[config.mk]
export PLATFORM = sky130hd
export DESIGN_NAME = nexys_starship_lanes
export DESIGN_NICKNAME = d
export VERILOG_FILES = /design/src/rtl/nexys_starship_lanes.sv
export SDC_FILE = /design/constraint.sdc
export NUM_CORES = 1
export LEC_CHECK = 0
export BUFFER_PORTS_ARGS = -buffer_cell sky130_fd_sc_hd__buf_4
export CORE_ASPECT_RATIO = 0.7
export CORE_MARGIN = 10
export CORE_UTILIZATION = 40
export DETAILED_ROUTE_END_ITERATION = 8
export GPL_ROUTABILITY_DRIVEN = 0
export GPL_TIMING_DRIVEN = 0
export HOLD_SLACK_MARGIN = 0.05
export PLACE_DENSITY = 0.66
export SETUP_SLACK_MARGIN = 0.2
export SYNTH_ARGS = -nofsm -noshare
export SYNTH_HDL_FRONTEND = slang
export SYNTH_SLANG_ARGS = --single-unit
[constraint.sdc]
create_clock -name timer_clk -period 5.3 [get_ports timer_clk]
set_input_delay 0.265 -clock timer_clk [delete_from_list [all_inputs] [get_ports timer_clk]]
set_output_delay 0.265 -clock timer_clk [all_outputs]
set_load 0.02 [all_outputs]
[src/rtl/nexys_starship_lanes.sv]
// Multi-lane monster manager: global INIT/PLAY/OVER control over LANES spawn/occupancy lanes with a saturating kill score.
// Optional NEXYS_SS_ONE_SPAWN_EN limits spawning to the lowest-index eligible lane per edge.
module nexys_starship_lanes #(
  parameter int LANES       = 4,
  parameter int TIMER_W     = 8,
  parameter int SPAWN_DELAY = 2,
  parameter int TIMEOUT     = 6,
  parameter int SCORE_W     = 8
) (
  input  logic               timer_clk,
  input  logic               Reset,
  input  logic               play_flag,
  input  logic [LANES-1:0]   random,
  input  logic [LANES-1:0]   kill,
  output logic [LANES-1:0]   monster,
  output logic               gameover,
  output logic [SCORE_W-1:0] score,
  output logic               q_Init,
  output logic               q_Play,
  output logic               q_Over
);

  typedef enum logic [1:0] {
    S_INIT = 2'd0,
    S_PLAY = 2'd1,
    S_OVER = 2'd2
  } state_t;

  localparam int SUM_W = SCORE_W + 4;
  localparam logic [TIMER_W-1:0] DLY_MAX   = TIMER_W'(SPAWN_DELAY);
  localparam logic [TIMER_W-1:0] TMO_LAST  = TIMER_W'(TIMEOUT - 1);
  localparam logic [SUM_W-1:0]   SCORE_MAX = {4'b0, {SCORE_W{1'b1}}};

  state_t             state_q, state_d;
  logic [LANES-1:0]   full_q, full_d;
  logic [TIMER_W-1:0] delay_q [LANES];
  logic [TIMER_W-1:0] delay_d [LANES];
  logic [TIMER_W-1:0] occ_q   [LANES];
  logic [TIMER_W-1:0] occ_d   [LANES];
  logic [SCORE_W-1:0] score_q, score_d;

  logic               timeout;
  logic               clear_lanes;
  logic [LANES-1:0]   accepted, eligible, spawn;
  logic [3:0]         kill_cnt;
  logic [SUM_W-1:0]   score_sum;

  always_comb begin
    state_d     = state_q;
    full_d      = full_q;
    score_d     = score_q;
    timeout     = 1'b0;
    clear_lanes = 1'b0;
    accepted    = '0;
    eligible    = '0;
    spawn       = '0;
    kill_cnt    = '0;
    score_sum   = '0;
    for (int i = 0; i < LANES; i++) begin
      delay_d[i] = delay_q[i];
      occ_d[i]   = occ_q[i];
    end

    case (state_q)
      S_INIT: begin
        clear_lanes = 1'b1;
        if (play_flag) begin
          state_d = S_PLAY;
          score_d = '0;
        end
      end
      S_PLAY: begin
        accepted = full_q & kill;
        for (int i = 0; i < LANES; i++) begin
          if (full_q[i] && !kill[i] && occ_q[i] == TMO_LAST) timeout = 1'b1;
          eligible[i] = !full_q[i] && delay_q[i] == DLY_MAX && random[i];
        end
`ifdef NEXYS_SS_ONE_SPAWN_EN
        spawn = eligible & (~eligible + LANES'(1));
`else
        spawn = eligible;
`endif
        // A timeout freezes the field; only kills landing on this edge still count.
        if (timeout) begin
          spawn   = '0;
          state_d = S_OVER;
        end
        for (int i = 0; i < LANES; i++) begin
          if (accepted[i]) begin
            full_d[i]  = 1'b0;
            delay_d[i] = '0;
            occ_d[i]   = '0;
          end else if (!timeout) begin
            if (full_q[i]) begin
              occ_d[i] = occ_q[i] + 1'b1;
            end else if (spawn[i]) begin
              full_d[i] = 1'b1;
              occ_d[i]  = '0;
            end else if (delay_q[i] < DLY_MAX) begin
              delay_d[i] = delay_q[i] + 1'b1;
            end
          end
          kill_cnt = kill_cnt + {3'b0, accepted[i]};
        end
        score_sum = SUM_W'(score_q) + SUM_W'(kill_cnt);
        score_d   = (score_sum > SCORE_MAX) ? {SCORE_W{1'b1}} : score_sum[SCORE_W-1:0];
      end
      S_OVER: begin
        if (!play_flag) begin
          state_d     = S_INIT;
          clear_lanes = 1'b1;
        end
      end
      default: begin
        state_d     = S_INIT;
        clear_lanes = 1'b1;
      end
    endcase

    if (clear_lanes) begin
      full_d = '0;
      for (int i = 0; i < LANES; i++) begin
        delay_d[i] = '0;
        occ_d[i]   = '0;
      end
    end
  end

  always_ff @(posedge timer_clk or posedge Reset) begin
    if (Reset) begin
      state_q <= S_INIT;
      full_q  <= '0;
      score_q <= '0;
      for (int i = 0; i < LANES; i++) begin
        delay_q[i] <= '0;
        occ_q[i]   <= '0;
      end
    end else begin
      state_q <= state_d;
      full_q  <= full_d;
      score_q <= score_d;
      for (int i = 0; i < LANES; i++) begin
        delay_q[i] <= delay_d[i];
        occ_q[i]   <= occ_d[i];
      end
    end
  end

  assign monster  = full_q;
  assign score    = score_q;
  assign gameover = (state_q == S_OVER);
  assign q_Init   = (state_q == S_INIT);
  assign q_Play   = (state_q == S_PLAY);
  assign q_Over   = (state_q == S_OVER);

endmodule

==> results of run 1 <==
-- state kept, by name, indices dropped and copies added (netlist names) --
| register | cells |
|---|---|
| delay_q | 32 |
| state_q | 2 |
| score | 8 |
| occ_q | 32 |
| monster | 4 |
-- worst paths after layout --
kind	endpoint
hold reg to reg	occ_q[7]$_DFFE_PP0P_
max in group asynchronous	delay_q[11]$_DFFE_PP0P_
setup / recovery	score[4]$_DFFE_PP0P_
setup reg to reg	score[4]$_DFFE_PP0P_
min in group asynchronous	occ_q[1]$_DFFE_PP0P_
hold / removal	score[4]$_DFFE_PP0P_
-- power breakdown --
| part | internal, uW | total, uW | switching (uW) |
|---|---|---|---|
| combinational | 279 | 645 | 366 |
| sequential | 682 | 787 | 105 |
| clock | 415 | 676 | 261 |
-- cell usage after synthesis, types with 5 or more instances --
cell / number / area [um2]
nand4_1: 6 / 37.5
a31oi_1: 8 / 50.1
o31ai_1: 9 / 67.6
dfrtp_1: 78 / 1950
o41ai_1: 7 / 61.3
clkbuf_1: 5 / 18.8
nor2b_1: 28 / 175
o22a_1: 12 / 105
o21ai_1: 5 / 25.0
nor3b_1: 5 / 37.5
ha_1: 17 / 213
inv_1: 20 / 75.1
and3_1: 16 / 100
a21oi_1: 17 / 85.1
o21ai_0: 21 / 105
mux2i_1: 6 / 60.1
nor2_1: 44 / 165
nand2_1: 46 / 173
nand3_1: 25 / 125
and2_1: 6 / 37.5
-- worst min-delay path, stage by stage --
cell and delay, ps:
buf_4 120, a32oi_1 60, nor2_1 90, nor2_1 50
-- final cells by class --
| type | count | area (um2) | area share |
|---|---|---|---|
| Multi-Input combinational cell | 340 | 2230 | 0.442 |
| Sequential cell | 78 | 1950 | 0.386 |
| Timing Repair Buffer | 28 | 233 | 0.0460 |
| Clock buffer | 9 | 225 | 0.0445 |
| Tap cell | 132 | 165 | 0.0327 |
| Clock inverter | 7 | 96.3 | 0.0190 |
| Inverter | 21 | 81.3 | 0.0161 |
| Buffer | 13 | 71.3 | 0.0141 |
-- cells by family (layout without fill, tap and decap cells) --
family,Yosys count,in the layout,share of synthesized area
and+or+nand+nor,202,202,0.246
AOI/OAI and AO/OA,105,105,0.177
DFF,78,78,0.450
buffers and inverters,34,78,0.0346
adders and majority gates,19,19,0.0583
muxes,12,12,0.0294
xor gates and xnor gates,2,2,0.00404
-- per-layer routing --
metal  wire, um  up-vias
met4         93        0
li1           -     1715
met1       5340     1684
met5          0        -
met2       4090       71
met3        529       11
-- stage by stage --
| step | worst slack [ps] | utilization | instances |
|---|---|---|---|
| finish | 2490 | 0.483 | 628 |
| floorplan | 2720 | - | 452 |
| CTS | 2470 | 0.483 | 628 |
| detailed placement | 2510 | 0.451 | 611 |
| global placement | 1950 | 0.448 | 610 |
| global route | 2280 | 0.483 | 628 |
-- repair_timing --
action	4_1_cts	5_1_grt
hold endpoints to repair	29	0
buffers inserted	0	0
hold buffers	1	0
==> reports/qor.txt, run 1 <==
Crit. path cell count = 11
largest net degree at the start of global routing = 50
Die Span Y = 107 um
Total GRT Usage = 0.134
r2r setup slk = 2490 ps
Sink Count = 78
cell area after layout = 5060 um2
TritonCTS clock tree = yes
Final ANT Viol Nets = 0
crit share post-route = 0.530
final wirelength = 10,100 um
final clock skew = 8.56 ps
Seq/Total Area, Yosys = 0.450
busiest grt layer = met1
overall power = 2110 uW
layout cells sized above 1 = 0.135
number of top-level pins = 27
DRT iter0 DRCs = 224
critical-path cell list = nand2_1, xor2_1, xnor2_1, fa_1, inv_1, fa_1, nand4_1, and2_1, a32oi_1, nor2_1, nor2_1
hold depth = 4
std cell rows = 31
Syn Std Cell Area = 4340 um2
Die Footprint = 15,500 um2
core region area = 10,500 um2
Critical Path Sink Type = register
R2R Path Start = monster[0]$_DFFE_PP0P_
status = completed
Slew Limit Fails = 0
cts bufs inserted = 9
Fin Hold WS = 287 ps
placed cell area = 4730 um2
Distinct cells, synth = 59
critical path arrival = 3080 ps
worst min path class = input port to register
PortBufs = 26
global-route wire length before repair = 16,900 um
worst-path fanout max = 7
Largest stage delay, worst path = 500 ps
H-tree Lvls = 3
syn_nets = 482
Worst-Skew Late Latency = 340 ps
critical path class = register to register
Critical Path Slowest Stage Cell = dfrtp_1
Die W = 144 um
# diodes = 0
post-DR wirelength/cell = 16.0 um
cts repair resizes = 0
Fin. Hold Viols = 0
pwr/cell area = 417 nW/um2
setup total negative slack = 0 ps
Hold Startpoint = play_flag
unrepaired setup endpoints after global routing = no
met1 usage = 0.195
CP delay by family, top = simple AND/OR/NAND/NOR gates
ys flop type = dfrtp_1
Setup Viol. Count Final = 0
DRC viols = 0
maximum vdd drop = 0.282 mV
min cycle time layout = 2810 ps
most frequent cells in the layout = dfrtp_1, nand2_1, nor2_1, buf_4, nor2b_1
slew margin rel. = 0.573
fillers = 988
grt ovf = 0
Post-synth EDFFs = 0
Vias = 3,481
vias in the first global route = 3,386
R2R depth = 11
Max clock buf depth = 2
Final #Nets = 521
worst path required time = 5570 ps
Leakage = 0.00239 uW
Slew @ Worst Pin = 641 ps
Syn Inst Count = 452
Worst setup SP type = register
synth warn = 0
drt via density = 5.54
met3 GRT Util = 0.0441
asr flop ratio synth = 1.00
Worst-path clk slew = 60 ps
Initial Util = 0.414
number of iterations in the first detailed-routing pass = 4
CTS root buf = clkbuf_16
Yosys reg bits = 78
Setup crit start = monster[0]$_DFFE_PP0P_
WP buf/inv = 1
FMAX = 356 MHz
Mapped Avg Cell Area = 9.59 um2
synth-to-layout area growth = 16.7%
met2 usage = 0.182
Max Cap Violations = 0
antenna violations before repair = 0
most common cell after layout, fill and taps aside = dfrtp_1
dpl hpwl = 7030 um
Power figures use the tool's default switching activity.
==> inputs of run 2 (changes only) <==
PLACE_DENSITY = 0.69   (was 0.66)
clock period = 2.3 ns   (was 5.3 ns; I/O delays follow)
==> run 2 against run 1 <==
The run now ends with negative setup slack left. Die area is the same. Design area increased by 21%. Routed wire length rose by 25%. Register-to-register slack got worse by 2500 ps. Global-route usage increased by 1.9 points. Largest cell class unchanged. Core utilization up 9.9 points. Sequential cell count stayed put. Hold slack lost 150 ps. Non-clock buffer count up 46. Clock skew grew 1.2 ps. Total power increased to 2.8 times the previous value. Critical endpoint is now occ_q[18]$_DFFE_PP0P_.
==> reports/qor.txt, run 2 (same netlist as run 1, synthesis figures left out) <==
DRT iter0 DRCs = 310 (+38%)
dpl hpwl = 7320 um (+4.1%)
Final Util = 0.582 (+0.0990)
cts bufs inserted = 9 (unchanged)
Largest stage delay, worst path = 410 ps (-90 ps)
slew margin rel. = 0.435 (-0.138)
global-route wire length before repair = 19,200 um (+14%)
antenna violations before repair = 0 (unchanged)
FF-to-FF End = occ_q[18]$_DFFE_PP0P_
hold depth = 4 (unchanged)
# diodes = 0 (unchanged)
CP delay by family, top = simple AND/OR/NAND/NOR gates
critical path class = register to register
R2R Path Start = occ_q[17]$_DFFE_PP0P_
final clock skew = 9.79 ps (+1.23 ps)
Slew Limit Fails = 0 (unchanged)
critical-path cell list = inv_1, ha_1, nor4b_2, nand3_1, and4_1, buf_6, buf_6, buf_6, nand3_4, a31oi_1, mux2i_1
Crit. path cell count = 11 (unchanged)
number of iterations in the first detailed-routing pass = 5 (+1)
Sink Count = 78 (unchanged)
r2r setup slk = -2 ps (-2490 ps)
post-DR wirelength/cell = 18.7 um (+17%)
Worst-Skew Late Latency = 350 ps (about the same)
Critical Path Sink Type = register
final wirelength = 12,600 um (+25%)
PnR worst setup slack = -2.17 ps (-2490 ps)
pwr/cell area = 960 nW/um2 (+130%)
Die Footprint = 15,500 um2 (unchanged)
FMAX = 434 MHz (+22%)
overall power = 5850 uW (+180%)
Critical Path Most Common Cell = buf_6
hold worst-path end = monster[2]$_DFFE_PP0P_
maximum vdd drop = 0.700 mV (+150%)
WP buf/inv = 4 (+3)
fillers = 842 (-15%)
Vias = 3,932 (+13%)
worst path required time = 2570 ps (-3000 ps)
crit share post-route = 1.00 (+0.471)
Final ANT Viol Nets = 0 (unchanged)
H-tree Lvls = 3 (unchanged)
most common cell after layout, fill and taps aside = dfrtp_1
core region area = 10,500 um2 (unchanged)
Hold Startpoint = kill[2]
largest net degree at the start of global routing = 43 (-14%)
vias in the first global route = 3,813 (+13%)
Total GRT Usage = 0.153 (+0.0191)
TritonCTS clock tree = yes
Critical Path Slowest Stage Cell = dfrtp_1
PortBufs = 26 (unchanged)
worst min path class = input port to register
Die W = 144 um (unchanged)
DRC viols = 0 (unchanged)
Leakage = 0.00281 uW (+17%)
Final #Nets = 567 (+8.8%)
unrepaired setup endpoints after global routing = yes
CTS root buf = clkbuf_16
Initial Util = 0.414 (unchanged)
Max Cap Violations = 0 (unchanged)
min cycle time layout = 2300 ps (-508 ps)
Fin. Hold Viols = 0 (unchanged)
Worst-path clk slew = 60 ps (about the same)
Setup Viol. Count Final = 1 (+1)
setup total negative slack = -2.17 ps (-2.17 ps)
critical path arrival = 2570 ps (-510 ps)
R2R depth = 11 (unchanged)
failing checks = negative setup slack
grt ovf = 0 (unchanged)
drt via density = 5.83 (+5.2%)
Worst setup SP type = register
number of top-level pins = 27 (unchanged)
Max clock buf depth = 2 (unchanged)
worst-path fanout max = 7 (unchanged)
Slew @ Worst Pin = 846 ps (+205 ps)
synth-to-layout area growth = 40.6%
std cell rows = 31 (unchanged)
most frequent cells in the layout = dfrtp_1, buf_4, nor2_1, nand2_1, nor2b_1
status = finished with violations
Die Span Y = 107 um (unchanged)
layout cells sized above 1 = 0.369 (+0.234)
-- run 2: changes by cell type in the layout (fill, tap and decap cells not counted), moves of 7 or more --
cell | previous run | this run
buf_4 | 29 | 52
buf_6 | 1 | 23
o21ai_0 | 21 | 13
o31ai_1 | 9 | 2
-- run 2: area by class of cell --
cell class / count / area [um2] / share of cell area
multi-input combinational: 340 / 2810 / 0.461
sequential: 78 / 1960 / 0.321
timing repair buffer: 74 / 649 / 0.107
clock buffer: 11 / 253 / 0.0415
tap: 132 / 165 / 0.0271
buffer: 13 / 92.6 / 0.0152
inverter: 21 / 83.8 / 0.0138
clock inverter: 5 / 81.3 / 0.0133
-- run 2: power breakdown --
group	switching (uW)	internal, uW
Sequential	226	1580
Combinational	1270	1180
Clock	584	1010
Total	2080	3770
-- run 2: repair_timing --
action	CTS	global route
resized for setup	57	87
setup endpoints to repair	55	64
pin swaps	38	39
endpoints found under the hold margin	36	0
hold buffers	1	0
setup buffers	28	18
-- run 2: tightest hold or removal path, stage by stage --
cell and delay (ps):
buf_4 120, o21ai_0 90, nand2_1 60, o21ai_0 60
-- run 2: how the worst max path moves through the flow --
stage,from,to
after detailed placement,monster[0]$_DFFE_PP0P_,score[3]$_DFFE_PP0P_
after CTS,monster[0]$_DFFE_PP0P_,score[4]$_DFFE_PP0P_
after global routing,monster[0]$_DFFE_PP0P_,score[3]$_DFFE_PP0P_
final,occ_q[17]$_DFFE_PP0P_,occ_q[18]$_DFFE_PP0P_
after global placement,monster[0]$_DFFE_PP0P_,score[3]$_DFFE_PP0P_
after floorplan,monster[0]$_DFFE_PP0P_,score[3]$_DFFE_PP0P_
-- run 2: per-layer routing --
| metal | part of all wire | GRT usage | vias to the layer above |
|---|---|---|---|
| met1 | 0.43 | 0.197 | 1942 |
| li1 | - | - | 1803 |
| met3 | 0.057 | 0.0476 | 40 |
| met2 | 0.49 | 0.243 | 147 |
| met5 | 0 | 0 | - |
| met4 | 0.025 | 0.0410 | 0 |
-- run 2: metrics by stage --
| step | hold WS (ps) | cells | setup WS, ps | instance area, um2 |
|---|---|---|---|---|
| finish | 141 | 674 | -2.17 | 6090 |
| global route | 178 | 674 | -98.2 | 6090 |
| CTS | 136 | 656 | 80.7 | 5540 |
| detailed placement | 325 | 611 | -162 | 4750 |
| global placement | 472 | 610 | -131 | 4730 |
| floorplan | 315 | 452 | -14.5 | 4370 |
